[src/rtl/stereo_peak_sample_scheduler_if.sv]
// Output port of the stereo sample scheduler towards the shared section-peak
// datapath. The scheduler drives the sample (master side); the datapath
// answers with o_ready (slave side).
// Handshake: a transfer happens on a rising edge where o_valid && o_ready;
// while o_valid is high and o_ready is low, o_is_left and o_value hold steady.
interface stereo_peak_sample_scheduler_if #(
   parameter int width = 15
);
   logic             o_valid;
   logic             o_ready;
   logic             o_is_left;
   logic [width-1:0] o_value;

   modport master (
      output o_valid,
      output o_is_left,
      output o_value,
      input  o_ready
   );

   modport slave (
      input  o_valid,
      input  o_is_left,
      input  o_value,
      output o_ready
   );
endinterface

[src/rtl/stereo_peak_sample_scheduler.sv]
// Merges two non-stallable channel sample strobes (left/right) into one shared
// valid/ready port. Each channel has a single holding register; the output
// register is granted round-robin when both holds are full. Samples arriving
// at a full, non-draining hold are dropped and counted per channel.
module stereo_peak_sample_scheduler #(
   parameter int width = 15
) (
   input  logic                 clk,
   input  logic                 reset,
   input  logic                 i_left_valid,
   input  logic [width:0]       i_left_sample,
   input  logic                 i_right_valid,
   input  logic [width:0]       i_right_sample,
   stereo_peak_sample_scheduler_if.master out_if,
   input  logic                 overrun_clear,
   output logic [7:0]           overrun_left,
   output logic [7:0]           overrun_right
);

   logic             hold_full_l;
   logic             hold_full_r;
   logic [width:0]   hold_data_l;
   logic [width:0]   hold_data_r;
   logic             rr;            // 0: left wins a tie, 1: right wins
   logic             slot_free;
   logic             grant_l;
   logic             grant_r;
   logic             capture_l;
   logic             capture_r;
   logic             overrun_l;
   logic             overrun_r;

   // Saturated magnitude: the most negative code has no positive twin and
   // is clamped to the largest representable magnitude.
   function automatic logic [width-1:0] magnitude(input logic [width:0] x);
      logic [width:0]   neg;
      logic [width-1:0] res;
      neg = ~x + {{width{1'b0}}, 1'b1};
      if (!x[width])
         res = x[width-1:0];
      else if (x[width-1:0] == '0)
         res = '1;
      else
         res = neg[width-1:0];
      return res;
   endfunction

   // Grant and capture decisions for the current cycle.
   always_comb begin
      slot_free = !out_if.o_valid || out_if.o_ready;
      grant_l   = 1'b0;
      grant_r   = 1'b0;
      if (slot_free) begin
         if (hold_full_l && hold_full_r) begin
            grant_l = !rr;
            grant_r = rr;
         end else begin
            grant_l = hold_full_l;
            grant_r = hold_full_r;
         end
      end
      capture_l = i_left_valid  && (!hold_full_l || grant_l);
      capture_r = i_right_valid && (!hold_full_r || grant_r);
      overrun_l = i_left_valid  && hold_full_l && !grant_l;
      overrun_r = i_right_valid && hold_full_r && !grant_r;
   end

   // Channel holding registers: a capture wins over the drain of the same cycle.
   always_ff @(posedge clk or posedge reset) begin
      if (reset) begin
         hold_full_l <= 1'b0;
         hold_full_r <= 1'b0;
         hold_data_l <= '0;
         hold_data_r <= '0;
      end else begin
         if (capture_l) begin
            hold_full_l <= 1'b1;
            hold_data_l <= i_left_sample;
         end else if (grant_l) begin
            hold_full_l <= 1'b0;
         end
         if (capture_r) begin
            hold_full_r <= 1'b1;
            hold_data_r <= i_right_sample;
         end else if (grant_r) begin
            hold_full_r <= 1'b0;
         end
      end
   end

   // Output register and round-robin pointer; the pointer moves only on a grant.
   always_ff @(posedge clk or posedge reset) begin
      if (reset) begin
         out_if.o_valid   <= 1'b0;
         out_if.o_is_left <= 1'b0;
         out_if.o_value   <= '0;
         rr               <= 1'b0;
      end else if (grant_l) begin
         out_if.o_valid   <= 1'b1;
         out_if.o_is_left <= 1'b1;
         out_if.o_value   <= magnitude(hold_data_l);
         rr               <= 1'b1;
      end else if (grant_r) begin
         out_if.o_valid   <= 1'b1;
         out_if.o_is_left <= 1'b0;
         out_if.o_value   <= magnitude(hold_data_r);
         rr               <= 1'b0;
      end else if (slot_free) begin
         out_if.o_valid   <= 1'b0;
      end
   end

   // Saturating overrun counters; a clear never swallows a same-cycle overrun.
   always_ff @(posedge clk or posedge reset) begin
      if (reset) begin
         overrun_left  <= 8'd0;
         overrun_right <= 8'd0;
      end else begin
         if (overrun_clear)
            overrun_left <= overrun_l ? 8'd1 : 8'd0;
         else if (overrun_l && overrun_left != 8'hFF)
            overrun_left <= overrun_left + 8'd1;

         if (overrun_clear)
            overrun_right <= overrun_r ? 8'd1 : 8'd0;
         else if (overrun_r && overrun_right != 8'hFF)
            overrun_right <= overrun_right + 8'd1;
      end
   end

endmodule

[src/flat_wrapper.sv]
// flat-port wrapper written by rule: the top's interface ports become plain ports
module stereo_peak_sample_scheduler_flat 
#(
   parameter int width = 15
)
  (clk, reset, i_left_valid, i_left_sample, i_right_valid, i_right_sample, overrun_clear, overrun_left, overrun_right, out_if_o_valid, out_if_o_is_left, out_if_o_value, out_if_o_ready);
  stereo_peak_sample_scheduler_if #(.width(width)) out_if_i ();
  input  logic clk;
  input  logic reset;
  input  logic i_left_valid;
  input  logic [width:0] i_left_sample;
  input  logic i_right_valid;
  input  logic [width:0] i_right_sample;
  input  logic overrun_clear;
  output logic [7:0] overrun_left;
  output logic [7:0] overrun_right;
  output wire logic [$bits(out_if_i.o_valid)-1:0] out_if_o_valid;
  output wire logic [$bits(out_if_i.o_is_left)-1:0] out_if_o_is_left;
  output wire logic [$bits(out_if_i.o_value)-1:0] out_if_o_value;
  input wire logic [$bits(out_if_i.o_ready)-1:0] out_if_o_ready;
  assign out_if_o_valid = out_if_i.o_valid;
  assign out_if_o_is_left = out_if_i.o_is_left;
  assign out_if_o_value = out_if_i.o_value;
  assign out_if_i.o_ready = out_if_o_ready;
  stereo_peak_sample_scheduler #(.width(width)) u_core (.clk(clk), .reset(reset), .i_left_valid(i_left_valid), .i_left_sample(i_left_sample), .i_right_valid(i_right_valid), .i_right_sample(i_right_sample), .out_if(out_if_i), .overrun_clear(overrun_clear), .overrun_left(overrun_left), .overrun_right(overrun_right));
endmodule
[config.mk]
export PLATFORM = sky130hd
export DESIGN_NAME = stereo_peak_sample_scheduler_flat
export DESIGN_NICKNAME = d
export VERILOG_FILES = /design/src/rtl/stereo_peak_sample_scheduler_if.sv /design/src/rtl/stereo_peak_sample_scheduler.sv /design/src/flat_wrapper.sv
export SDC_FILE = /design/constraint.sdc
export NUM_CORES = 1
export LEC_CHECK = 0
export BUFFER_PORTS_ARGS = -buffer_cell sky130_fd_sc_hd__buf_2
export CORE_AREA = 3 3 84 94
export CTS_CLUSTER_SIZE = 25
export DETAILED_ROUTE_END_ITERATION = 6
export DIE_AREA = 0 0 87 97
export PLACE_DENSITY = 0.87
export SLEW_MARGIN = 10
export SYNTH_ARGS = -nofsm -noshare
export SYNTH_HDL_FRONTEND = slang
export SYNTH_SLANG_ARGS = --single-unit
export TNS_END_PERCENT = 100
[constraint.sdc]
create_clock -name clk -period 2 [get_ports clk]
set_input_delay 0.1 -clock clk [delete_from_list [all_inputs] [get_ports clk]]
set_output_delay 0.1 -clock clk [all_outputs]
set_load 0.01 [all_outputs]
==> metrics.txt, run 1 <==
# TYPE chip_impl_metric gauge
chip_impl_info{name="result_of_the_run",value="complete, but fails checks"} 1
chip_impl_info{name="failing_checks",value="negative setup slack"} 1
chip_impl_metric{name="synth_area",unit="um^2"} 3448
chip_impl_metric{name="portbufs",unit=""} 70
chip_impl_metric{name="timing.critical_path.fanout_max",unit=""} 8
chip_impl_metric{name="mappedNetlistNets",unit=""} 364
chip_impl_metric{name="post_syn_area_per_cell",unit="um^2"} 10.71
chip_impl_metric{name="route.vias.total",unit=""} 3032
chip_impl_metric{name="final_antenna_net_count",unit=""} 0
chip_impl_metric{name="clock_sink_count",unit=""} 67
chip_impl_metric{name="synth_cell_type_count",unit=""} 46
chip_impl_metric{name="die_height",unit="um"} 97
chip_impl_metric{name="seq_area_frac_synth",unit="%"} 48.62
chip_impl_info{name="cts_tree",value="yes"} 1
chip_impl_metric{name="share_of_cells_above_drive_strength_1",unit="%"} 36.74
chip_impl_metric{name="core.rowCount",unit=""} 32
chip_impl_metric{name="period_needed",unit="ns"} 2.152
chip_impl_metric{name="drt_iter0_markers",unit=""} 191
chip_impl_info{name="cts_root_buf",value="clkbuf_8"} 1
chip_impl_metric{name="dieArea",unit="um^2"} 8439
chip_impl_metric{name="max_freq",unit="MHz"} 464.6
chip_impl_info{name="yosysTopAreaCell",value="dfrtp_1"} 1
chip_impl_metric{name="insertion_delay_of_the_later_clocked_pin_in_the_worst_skew_pair",unit="ns"} 0.34
chip_impl_info{name="hold_path_class",value="primary input to flip-flop"} 1
chip_impl_info{name="critPathLaunchType",value="flip-flop"} 1
chip_impl_info{name="top_cells_by_area_in_the_synthesized_netlist",value="dfrtp_1 49%, xnor2_1 7.6%, mux2_2 6.9%"} 1
chip_impl_metric{name="vdd_drop_max",unit="mV"} 0.6648
chip_impl_metric{name="io-pin-count",unit=""} 71
chip_impl_metric{name="yosys_register_bits",unit=""} 67
chip_impl_metric{name="ys_warn_count",unit=""} 0
chip_impl_metric{name="synthToLayoutAreaGrowth",unit="%"} 37.48
chip_impl_metric{name="grt_antenna_before_repair",unit=""} 0
chip_impl_metric{name="total_leakage_power",unit="nW"} 2.057
chip_impl_metric{name="dieWidth",unit="um"} 87
chip_impl_metric{name="first_global_vias",unit=""} 3008
chip_impl_metric{name="finalSetupTns",unit="ns"} -1.934
chip_impl_metric{name="drv.max_cap_violation_count",unit=""} 0
chip_impl_metric{name="hold_slack",unit="ns"} 0.01215
chip_impl_metric{name="placer_congestion",unit=""} 0.8630
chip_impl_metric{name="post_drt_wl_per_cell",unit="um"} 15.96
chip_impl_metric{name="maxSlewHeadroom",unit="%"} 55.67
chip_impl_metric{name="initial_core_util",unit="%"} 49.21
chip_impl_metric{name="slew_viol_final",unit=""} 0
chip_impl_metric{name="worst-endpoint-required",unit="ns"} 2.27
chip_impl_metric{name="synth_top_area_share",unit="%"} 48.62
chip_impl_metric{name="core_region_area",unit="um^2"} 7007
chip_impl_metric{name="antenna_cells",unit=""} 0
chip_impl_metric{name="multiInputGateArea",unit="um^2"} 1810
chip_impl_metric{name="firstDrtPassIters",unit=""} 5
chip_impl_info{name="grt_setup_unrepaired",value="yes"} 1
chip_impl_metric{name="grt_start_max_net_pins",unit=""} 68
chip_impl_metric{name="setup_viol",unit=""} 14
chip_impl_metric{name="post-route-drc-count",unit=""} 0
chip_impl_metric{name="power_density",unit="nW/um^2"} 1163
chip_impl_metric{name="route.final.wire_length",unit="mm"} 8.696
chip_impl_metric{name="worst_slack_setup_final",unit="ns"} -0.1525
chip_impl_metric{name="clock_skew",unit="ns"} 0.006040
chip_impl_metric{name="finish.net_count",unit=""} 498
chip_impl_metric{name="worstPathArrival",unit="ns"} 2.42
chip_impl_metric{name="cts_max_level",unit=""} 3
chip_impl_metric{name="syn-instance-count",unit=""} 322
chip_impl_metric{name="ff2ff_setup_slack",unit="ns"} -0.15
chip_impl_metric{name="post_drt_via_cell_ratio",unit=""} 5.563
chip_impl_metric{name="period_share",unit="%"} 107.6
chip_impl_info{name="ws_path_type",value="flip-flop to flip-flop"} 1
chip_impl_metric{name="worst_pin_slew",unit="ns"} 0.6620
chip_impl_metric{name="filler_cell_count",unit=""} 499
chip_impl_metric{name="finalHoldViolations",unit=""} 0
chip_impl_metric{name="gr-total-overflow",unit=""} 0
chip_impl_metric{name="groute.usage.overall",unit="%"} 20.97
chip_impl_metric{name="finalCoreUtilization",unit="%"} 67.66
chip_impl_metric{name="grt_pass1_wl",unit="mm"} 14.14
chip_impl_metric{name="clock_path_buffers",unit=""} 2
chip_impl_metric{name="detailed_place_hpwl",unit="mm"} 5.838
chip_impl_info{name="worst_setup_path_end_kind",value="flip-flop"} 1
chip_impl_metric{name="cts.reportedPaths.clkPinSlew",unit="ns"} 0.07
chip_impl_metric{name="numCtsBuffers",unit=""} 9
chip_impl_metric{name="ff_latch_area",unit="um^2"} 1677
[repair_timing]
| action | CTS | global route |
|---|---|---|
| cloned | 0 | 0 |
| resized for setup | 10 | 13 |
| buffers inserted | 2 | 2 |
| hold buffers | 31 | 2 |
| setup endpoints to repair | 15 | 15 |
| pin swaps | 3 | 12 |
| hold endpoints to repair | 97 | 2 |
[through the flow]
step | area [um^2] | cells | setup slack (ns) | total power [mW]
floorplan | 3463 | 322 | -0.1319 | 3.422
global placement | 4086 | 493 | -0.1081 | 4.095
detailed placement | 4086 | 493 | -0.1630 | 4.188
CTS | 4636 | 541 | -0.1280 | 5.364
global route | 4741 | 545 | -0.2240 | 5.830
finish | 4741 | 545 | -0.1525 | 5.513
[cell usage in the layout (no fill, tap or decap), types with 5 or more instances in the layout]
master / n
o22ai_1: 6
nor4_1: 7
mux2_1: 11
o31ai_1: 5
a21oi_2: 6
mux2_2: 21
o21ai_0: 6
buf_4: 27
dfrtp_1: 67
nand3_1: 8
buf_2: 70
nand2_1: 15
dlygate4sd3_1: 33
o22ai_2: 8
clkbuf_8: 12
xnor2_1: 30
inv_1: 5
nand2b_1: 5
nor2_1: 37
xor2_1: 6
[final cells by class]
| type | instances | share of cell area (%) |
|---|---|---|
| Sequential cell | 67 | 35.37 |
| Clock inverter | 2 | 0.2111 |
| Timing Repair Buffer | 133 | 19.71 |
| Tap cell | 85 | 2.243 |
| Clock buffer | 13 | 3.563 |
| Inverter | 9 | 0.7126 |
| Multi-Input combinational cell | 236 | 38.19 |
[power by group]
group	internal [mW]	switching, mW	leakage (nW)	total (mW)
clock network	0.542	0.489	0.0953	1.03
registers	1.76	0.432	0.806	2.19
logic	1.17	1.12	1.16	2.29
total	3.47	2.04	2.06	5.51
[cells in the mapped netlist, drive strengths merged]
master / n
and3: 2
nor4: 9
a31oi: 4
xnor2: 30
dfrtp: 67
buf: 3
nand3: 8
o21ai: 12
clkbuf: 7
and2: 1
o32ai: 1
o41ai: 5
or2: 3
or3: 1
xor2: 6
nand4: 4
a41oi: 2
or4b: 1
a31o: 2
o211ai: 3
mux2: 32
o22ai: 14
nor3b: 2
nor2b: 2
a21oi: 9
nor2: 37
nor4b: 3
inv: 9
ha: 4
mux2i: 3
or4: 4
nor3: 3
nand2: 15
a211oi: 1
or3b: 1
o22a: 1
o31ai: 6
nand2b: 5
[logic make-up after synthesis]
kind of cell               count (synthesis)  synth area share, %
DFF                                       67                48.62
xor gates and xnor gates                  36                9.144
adders and majority gates                  4                1.451
AOI/OAI and AO/OA                         60                12.05
and+or+nand+nor                          101                15.06
buffers and inverters                     19                2.359
muxes                                     35                11.32
[final timing paths]
path / start / to / depth (start not counted)
setup / recovery: u_core.hold_data_l[8] / u_core.out_if.o_value[6] / 6
hold / removal: i_left_sample[8] / u_core.hold_data_l[8] / 2
setup reg to reg: u_core.hold_data_l[8] / u_core.out_if.o_value[6] / 6
hold reg to reg: u_core.out_if.o_value[0] / u_core.out_if.o_value[0] / 2
max in group asynchronous: reset / u_core.hold_data_l[6] / 4
min in group asynchronous: reset / u_core.hold_data_l[14] / 4
[routing by layer]
| metal | vias up | track usage [%] | routed length (um) | part of all wire [%] |
|---|---|---|---|---|
| li1 | 1435 | - | - | - |
| met1 | 1469 | 27.70 | 3606 | 41 |
| met2 | 109 | 34.25 | 4437 | 51 |
| met3 | 19 | 2.726 | 412 | 4.7 |
| met4 | 0 | 8.633 | 240 | 2.8 |
| met5 | - | 0 | 0 | 0 |
[state kept, by name (all words and copies together), names as in the netlist]
| name | flops |
|---|---|
| u_core.out_if.o_is_left | 1 |
| u_core.overrun_left | 8 |
| u_core.hold_full_r | 1 |
| u_core.hold_data_r | 16 |
| u_core.hold_data_l | 16 |
| u_core.hold_full_l | 1 |
| u_core.overrun_right | 8 |
| u_core.out_if.o_value | 15 |
| u_core.out_if.o_valid | 1 |
[critical path, stage by stage (launching register included)]
cell and delay (ns):
dfrtp_1 0.38, or4_4 0.54, or4b_4 0.58, o21ai_4 0.25, buf_12 0.16, o22ai_1 0.09
nor2_1 0.10
Note: power is estimated with default switching activity, not from simulation.
==> inputs of run 2 (changes only) <==
--- a/config.mk
+++ b/config.mk
@@ -6,11 +6,14 @@
 export NUM_CORES = 1
 export LEC_CHECK = 0
 export BUFFER_PORTS_ARGS = -buffer_cell sky130_fd_sc_hd__buf_2
-export CORE_AREA = 3 3 84 94
+export CORE_AREA = 3 3 83 93
+export CTS_BUF_LIST = sky130_fd_sc_hd__clkbuf_2
 export CTS_CLUSTER_SIZE = 25
 export DETAILED_ROUTE_END_ITERATION = 6
-export DIE_AREA = 0 0 87 97
-export PLACE_DENSITY = 0.87
+export DIE_AREA = 0 0 86 96
+export GPL_TIMING_DRIVEN = 0
+export HOLD_SLACK_MARGIN = 0.05
+export PLACE_DENSITY = 0.88
 export SLEW_MARGIN = 10
 export SYNTH_ARGS = -nofsm -noshare
 export SYNTH_HDL_FRONTEND = slang
==> metrics.txt, run 2 (synthesis gave the netlist of run 1 again) <==
# TYPE chip_impl_metric gauge
chip_impl_metric{name="post_place_cells",unit=""} 477
chip_impl_info{name="cts_tree",value="yes"} 1
chip_impl_metric{name="io-pin-count",unit=""} 71
chip_impl_metric{name="ff2ff_setup_slack",unit="ns"} -0.20
chip_impl_info{name="biggestRegsByFlops",value="u_core.hold_data_l (16), u_core.hold_data_r (16), u_core.out_if.o_value (15)"} 1
chip_impl_metric{name="finalSetupTns",unit="ns"} -2.400
chip_impl_metric{name="worst-r2r-cell-count",unit=""} 6
chip_impl_metric{name="detailed_place_hpwl",unit="mm"} 5.974
chip_impl_info{name="layout_commonest_cell",value="buf_2"} 1
chip_impl_metric{name="max_freq",unit="MHz"} 455.5
chip_impl_metric{name="detailedPlace.worstSlack",unit="ns"} -0.3777
chip_impl_metric{name="post_drt_wl_per_cell",unit="um"} 16.13
chip_impl_info{name="cts_root_buf",value="clkbuf_2"} 1
chip_impl_metric{name="clock_sink_count",unit=""} 67
chip_impl_metric{name="power_density",unit="nW/um^2"} 1113
chip_impl_metric{name="synthToLayoutAreaGrowth",unit="%"} 32.55
chip_impl_metric{name="worst_slack_setup_final",unit="ns"} -0.1955
chip_impl_metric{name="finish.net_count",unit=""} 495
chip_impl_metric{name="met1_routed_wirelength_after_detailed_routing",unit="mm"} 3.535
chip_impl_info{name="routed.top_layer",value="met4"} 1
chip_impl_metric{name="met2_wirelength",unit="mm"} 4.528
chip_impl_metric{name="worst-endpoint-required",unit="ns"} 2.44
chip_impl_metric{name="core.rowCount",unit=""} 32
chip_impl_info{name="grt_setup_unrepaired",value="yes"} 1
chip_impl_metric{name="initial_core_util",unit="%"} 49.78
chip_impl_metric{name="numCtsBuffers",unit=""} 9
chip_impl_metric{name="vdd_drop_max",unit="mV"} 0.7536
chip_impl_metric{name="period_needed",unit="ns"} 2.195
chip_impl_metric{name="setup_viol",unit=""} 15
chip_impl_info{name="worst_setup_path_end_kind",value="flip-flop"} 1
chip_impl_metric{name="worst_pin_slew",unit="ns"} 0.8259
chip_impl_metric{name="final_antenna_net_count",unit=""} 0
chip_impl_metric{name="grt_pass1_wl",unit="mm"} 14.25
chip_impl_metric{name="antenna_cells",unit=""} 0
chip_impl_metric{name="timing.critical_path.fanout_max",unit=""} 5
chip_impl_info{name="hold_path_class",value="primary input to async pin"} 1
chip_impl_metric{name="hold_slack",unit="ns"} 0.2884
chip_impl_metric{name="placement.cell_area",unit="um^2"} 3923
chip_impl_metric{name="grt_start_max_net_pins",unit=""} 68
chip_impl_metric{name="core_region_area",unit="um^2"} 6927
chip_impl_metric{name="die_height",unit="um"} 96
chip_impl_metric{name="groute.usage.overall",unit="%"} 22.27
chip_impl_metric{name="post-route-drc-count",unit=""} 0
chip_impl_metric{name="maxSlewHeadroom",unit="%"} 44.94
chip_impl_info{name="startpoint_of_the_worst_slack_reg_to_reg_timing_path",value="u_core.hold_data_l[0]"} 1
chip_impl_metric{name="drt_iter0_markers",unit=""} 195
chip_impl_info{name="ws_path_type",value="flip-flop to flip-flop"} 1
chip_impl_metric{name="clock_skew",unit="ns"} 0.02271
chip_impl_metric{name="share_of_cells_above_drive_strength_1",unit="%"} 32.31
chip_impl_metric{name="route.final.wire_length",unit="mm"} 8.761
chip_impl_metric{name="total_leakage_power",unit="nW"} 1.975
chip_impl_info{name="result_of_the_run",value="complete, but fails checks"} 1
chip_impl_metric{name="clock_path_buffers",unit=""} 2
chip_impl_metric{name="cts.reportedPaths.clkPinSlew",unit="ns"} 0.18
chip_impl_info{name="layout.cells.most_common_list",value="71 x buf_2, 66 x dfrtp_1, 37 x dlygate4sd3_1"} 1
chip_impl_metric{name="first_global_vias",unit=""} 3062
chip_impl_metric{name="period_share",unit="%"} 109.8
chip_impl_metric{name="finish.cell_count_without_fillers",unit=""} 543
chip_impl_metric{name="insertion_delay_of_the_later_clocked_pin_in_the_worst_skew_pair",unit="ns"} 0.50
chip_impl_metric{name="finalHoldViolations",unit=""} 0
chip_impl_metric{name="dieArea",unit="um^2"} 8256
chip_impl_metric{name="worstPathArrival",unit="ns"} 2.64
chip_impl_metric{name="placer_congestion",unit=""} 0.8832
chip_impl_metric{name="cts_max_level",unit=""} 3
chip_impl_metric{name="route.vias.total",unit=""} 3087
chip_impl_metric{name="slew_viol_final",unit=""} 0
chip_impl_info{name="failing_checks",value="negative setup slack"} 1
chip_impl_info{name="worstReg2RegEnd",value="u_core.out_if.o_value[13]"} 1
chip_impl_metric{name="grt_antenna_before_repair",unit=""} 0
chip_impl_metric{name="dieWidth",unit="um"} 86
chip_impl_metric{name="post-route-cell-area",unit="um^2"} 4571
chip_impl_metric{name="firstDrtPassIters",unit=""} 4
chip_impl_info{name="critPathLaunchType",value="flip-flop"} 1
chip_impl_metric{name="portbufs",unit=""} 70
chip_impl_metric{name="gr-total-overflow",unit=""} 0
chip_impl_metric{name="met3WireLength",unit="um"} 470
chip_impl_metric{name="post_drt_via_cell_ratio",unit=""} 5.685
chip_impl_metric{name="drv.max_cap_violation_count",unit=""} 0
## run 2: cell count changes in the layout (fill, tap and decap cells not counted), sizes merged
cell / before / now
clkbuf: 13 / 19
clkinv: 2 / 3
bufinv: 0 / 1
dlygate4sd3: 33 / 37
buf: 100 / 86
## run 2: worst max path at each step
stage | from | slack [ns] | cells after the start | to
finish | u_core.hold_data_l[0] | -0.20 | 6 | u_core.out_if.o_value[13]
detailed placement | u_core.hold_data_r[2] | -0.38 | 5 | u_core.out_if.o_value[9]
global placement | reset | -0.45 | 2 | u_core.hold_data_r[15]
global route | u_core.hold_data_l[1] | -0.27 | 8 | u_core.out_if.o_value[7]
floorplan | u_core.hold_data_l[5] | -0.13 | 7 | u_core.out_if.o_value[4]
CTS | u_core.hold_data_l[1] | -0.16 | 8 | u_core.out_if.o_value[3]
## run 2: per-stage QoR
stage               utilization (%)  power (mW)
floorplan                         -       3.422
global placement              56.59       3.922
detailed placement            56.63       4.039
CTS                           65.46       5.011
global route                  65.99       5.410
finish                        65.99       5.088
## run 2: area by class of cell
| cell class | instances | area (um^2) |
|---|---|---|
| Buffer | 9 | 45.04 |
| Timing Repair Buffer | 121 | 833.3 |
| Multi-Input combinational cell | 236 | 1770 |
| Clock buffer | 12 | 60.06 |
| Sequential cell | 67 | 1678 |
| Tap cell | 85 | 106.4 |
| Fill cell | 520 | 2356 |
| Inverter | 9 | 36.28 |
| Clock inverter | 4 | 41.29 |
## run 2: timing repair
action	CTS	global route
buffers inserted	12	1
pin swaps	7	5
setup endpoints to repair	35	40
hold buffers	37	0
gates cloned	1	0
resized for setup	14	6
endpoints found under the hold margin	108	0
## run 2: power breakdown
group,leakage [nW],total (mW),switching (mW),internal (mW)
Combinational,1.10,2.15,1.09,1.06
Sequential,0.805,2.18,0.426,1.75
Clock,0.0687,0.757,0.464,0.294
Total,1.97,5.09,1.98,3.10
## run 2: routing by layer
metal / vias to the layer above / track usage, %
met2: 102 / 39.59
li1: 1440 / -
met5: - / 0
met1: 1521 / 26.76
met4: 0 / 9.894
met3: 24 / 3.168
## run 2: critical path, stage by stage, from the launching register on
cell     delay (ns)
dfrtp_2        0.44
buf_4          0.16
or4_1          0.67
o41ai_1        0.42
xnor2_1        0.21
o22ai_1        0.13
a21oi_1        0.13
==> inputs of run 3 (changes only) <==
--- a/config.mk
+++ b/config.mk
@@ -14,6 +14,7 @@
 export GPL_TIMING_DRIVEN = 0
 export HOLD_SLACK_MARGIN = 0.05
 export PLACE_DENSITY = 0.88
+export REMOVE_ABC_BUFFERS = 1
 export SLEW_MARGIN = 10
 export SYNTH_ARGS = -nofsm -noshare
 export SYNTH_HDL_FRONTEND = slang
==> metrics.txt, run 3 (synthesis gave the netlist of run 1 again) <==
# TYPE chip_impl_metric gauge
chip_impl_metric{name="core.rowCount",unit=""} 32
chip_impl_metric{name="gr-total-overflow",unit=""} 0
chip_impl_metric{name="hold_slack",unit="ns"} 0.2708
chip_impl_metric{name="finalCoreUtilization",unit="%"} 66.15
chip_impl_metric{name="core_region_area",unit="um^2"} 6927
chip_impl_metric{name="ff_latch_area",unit="um^2"} 1677
chip_impl_metric{name="worstPathArrival",unit="ns"} 2.74
chip_impl_metric{name="route.vias.total",unit=""} 3075
chip_impl_metric{name="post_drt_wl_per_cell",unit="um"} 16.65
chip_impl_metric{name="filler_cell_count",unit=""} 525
chip_impl_metric{name="clock_skew",unit="ns"} 0.02752
chip_impl_metric{name="total_power",unit="mW"} 5.066
chip_impl_metric{name="detailed_place_hpwl",unit="mm"} 5.545
chip_impl_metric{name="cts_max_level",unit=""} 3
chip_impl_info{name="result_of_the_run",value="complete, but fails checks"} 1
chip_impl_metric{name="route.final.wire_length",unit="mm"} 8.890
chip_impl_metric{name="die_height",unit="um"} 96
chip_impl_info{name="critPathLaunchType",value="flip-flop"} 1
chip_impl_metric{name="drv.max_cap_violation_count",unit=""} 0
chip_impl_metric{name="final_antenna_net_count",unit=""} 0
chip_impl_metric{name="timing.critical_path.fanout_max",unit=""} 7
chip_impl_metric{name="worst_pin_slew",unit="ns"} 0.8177
chip_impl_metric{name="portbufs",unit=""} 70
chip_impl_metric{name="share_of_cells_above_drive_strength_1",unit="%"} 32.96
chip_impl_metric{name="power_density",unit="nW/um^2"} 1106
chip_impl_info{name="hold_path_class",value="primary input to async pin"} 1
chip_impl_metric{name="period_needed",unit="ns"} 2.290
chip_impl_info{name="grt_setup_unrepaired",value="yes"} 1
chip_impl_metric{name="antenna_cells",unit=""} 0
chip_impl_metric{name="post_place_cells",unit=""} 467
chip_impl_metric{name="post_drt_via_cell_ratio",unit=""} 5.758
chip_impl_metric{name="post-route-drc-count",unit=""} 0
chip_impl_metric{name="multiInputGateArea",unit="um^2"} 1824
chip_impl_metric{name="max_freq",unit="MHz"} 436.7
chip_impl_metric{name="first_global_vias",unit=""} 3059
chip_impl_metric{name="groute.usage.overall",unit="%"} 22.35
chip_impl_info{name="crit_family",value="simple AND/OR/NAND/NOR gates"} 1
chip_impl_metric{name="synthToLayoutAreaGrowth",unit="%"} 32.87
chip_impl_metric{name="drt_iter0_markers",unit=""} 180
chip_impl_metric{name="finalHoldViolations",unit=""} 0
chip_impl_metric{name="initial_core_util",unit="%"} 49.78
chip_impl_metric{name="grt_start_max_net_pins",unit=""} 68
chip_impl_metric{name="clock_path_buffers",unit=""} 2
chip_impl_metric{name="placer_congestion",unit=""} 0.8763
chip_impl_info{name="cp_cell_sequence",value="inv_2 > ha_4 > or3b_4 > or4b_4 > o21ai_4 > buf_12 > o22ai_1 > a21oi_2"} 1
chip_impl_metric{name="critical_path.n_buffers_inverters",unit=""} 2
chip_impl_metric{name="setup_viol",unit=""} 15
chip_impl_metric{name="cpPeakStageDelay",unit="ns"} 0.57
chip_impl_metric{name="total_leakage_power",unit="nW"} 1.944
chip_impl_info{name="biggestRegsByFlops",value="u_core.hold_data_l (16), u_core.hold_data_r (16), u_core.out_if.o_value (15)"} 1
chip_impl_info{name="layout.cells.most_common_list",value="70 x buf_2, 67 x dfrtp_1, 39 x dlygate4sd3_1"} 1
chip_impl_metric{name="worst-endpoint-required",unit="ns"} 2.45
chip_impl_metric{name="numCtsBuffers",unit=""} 9
chip_impl_metric{name="dieWidth",unit="um"} 86
chip_impl_info{name="layout_commonest_cell",value="buf_2"} 1
chip_impl_metric{name="period_share",unit="%"} 114.5
chip_impl_info{name="critical-path-slowest-cell",value="or4b_4"} 1
chip_impl_metric{name="insertion_delay_of_the_later_clocked_pin_in_the_worst_skew_pair",unit="ns"} 0.50
chip_impl_metric{name="grt_antenna_before_repair",unit=""} 0
chip_impl_info{name="cts_root_buf",value="clkbuf_2"} 1
chip_impl_metric{name="dieArea",unit="um^2"} 8256
chip_impl_info{name="ws_path_type",value="flip-flop to flip-flop"} 1
chip_impl_metric{name="grt_pass1_wl",unit="mm"} 14.32
chip_impl_metric{name="finish.cell_count_without_fillers",unit=""} 534
chip_impl_metric{name="finish.net_count",unit=""} 486
chip_impl_metric{name="clock_sink_count",unit=""} 67
chip_impl_metric{name="firstDrtPassIters",unit=""} 5
chip_impl_metric{name="cts.reportedPaths.clkPinSlew",unit="ns"} 0.19
chip_impl_metric{name="maxSlewHeadroom",unit="%"} 45.49
chip_impl_info{name="failing_checks",value="negative setup slack"} 1
chip_impl_metric{name="worst_slack_setup_final",unit="ns"} -0.2898
chip_impl_info{name="worst_setup_path_end_kind",value="flip-flop"} 1
chip_impl_metric{name="slew_viol_final",unit=""} 0
chip_impl_metric{name="vdd_drop_max",unit="mV"} 0.7622
chip_impl_info{name="cts_tree",value="yes"} 1
chip_impl_metric{name="io-pin-count",unit=""} 71
run 3: area by class of cell:
type / instances / area share [%]
well taps: 85 / 2.321
clock inverters: 6 / 0.7100
multi-input cells: 236 / 39.81
clock buffers: 10 / 1.092
inverters: 9 / 0.7919
flip-flops and latches: 67 / 36.59
repair buffers: 121 / 18.68
run 3: final timing paths:
kind	startpoint	to	slack [ns]	depth (start not counted)
max reg2reg	u_core.hold_data_l[0]	u_core.out_if.o_value[2]	-0.29	8
max in group asynchronous	reset	u_core.hold_data_r[0]	1.17	3
min in group clk	i_left_sample[10]	u_core.hold_data_l[10]	0.33	3
min reg2reg	u_core.out_if.o_value[0]	u_core.out_if.o_value[0]	0.55	2
max	u_core.hold_data_l[0]	u_core.out_if.o_value[2]	-0.29	8
min	reset	u_core.overrun_right[5]	0.27	3
run 3: metal layers:
metal / track usage [%] / part of all wire (%) / vias to the layer above
met1: 27.81 / 40 / 1511
met3: 3.938 / 6.4 / 22
met5: 0 / 0 / -
li1: - / - / 1416
met2: 37.85 / 51 / 126
met4: 10.29 / 2.6 / 0
run 3: per-stage QoR:
stage / setup slack (ns) / area, um^2 / TNS (ns)
after CTS: -0.2496 / 4543 / -3.096
after global routing: -0.3556 / 4582 / -4.721
final: -0.2898 / 4582 / -3.530
after global placement: -0.5359 / 3857 / -40.41
after detailed placement: -0.5491 / 3860 / -6.071
after floorplan: -0.2191 / 3401 / -2.311
run 3: worst reg2reg max path, cell delays in order, from the launching register on:
cell,delay [ns]
dfrtp_1,0.44
inv_2,0.08
ha_4,0.12
or3b_4,0.38
or4b_4,0.57
o21ai_4,0.22
buf_12,0.16
o22ai_1,0.11
a21oi_2,0.15
run 3: repair_timing:
action / CTS / global route
pin swaps: 7 / 11
gates resized for setup: 14 / 12
hold buffers: 39 / 0
cloned: 1 / 0
endpoints found under the setup margin: 15 / 41
endpoints found under the hold margin: 116 / 0
setup buffers: 12 / 0
run 3: report_power, final:
group | total [mW] | leakage [nW] | internal [mW] | switching (mW)
clock | 0.650 | 0.0528 | 0.155 | 0.494
sequential | 2.25 | 0.806 | 1.75 | 0.495
combinational | 2.17 | 1.08 | 1.08 | 1.09
total | 5.07 | 1.94 | 2.99 | 2.08
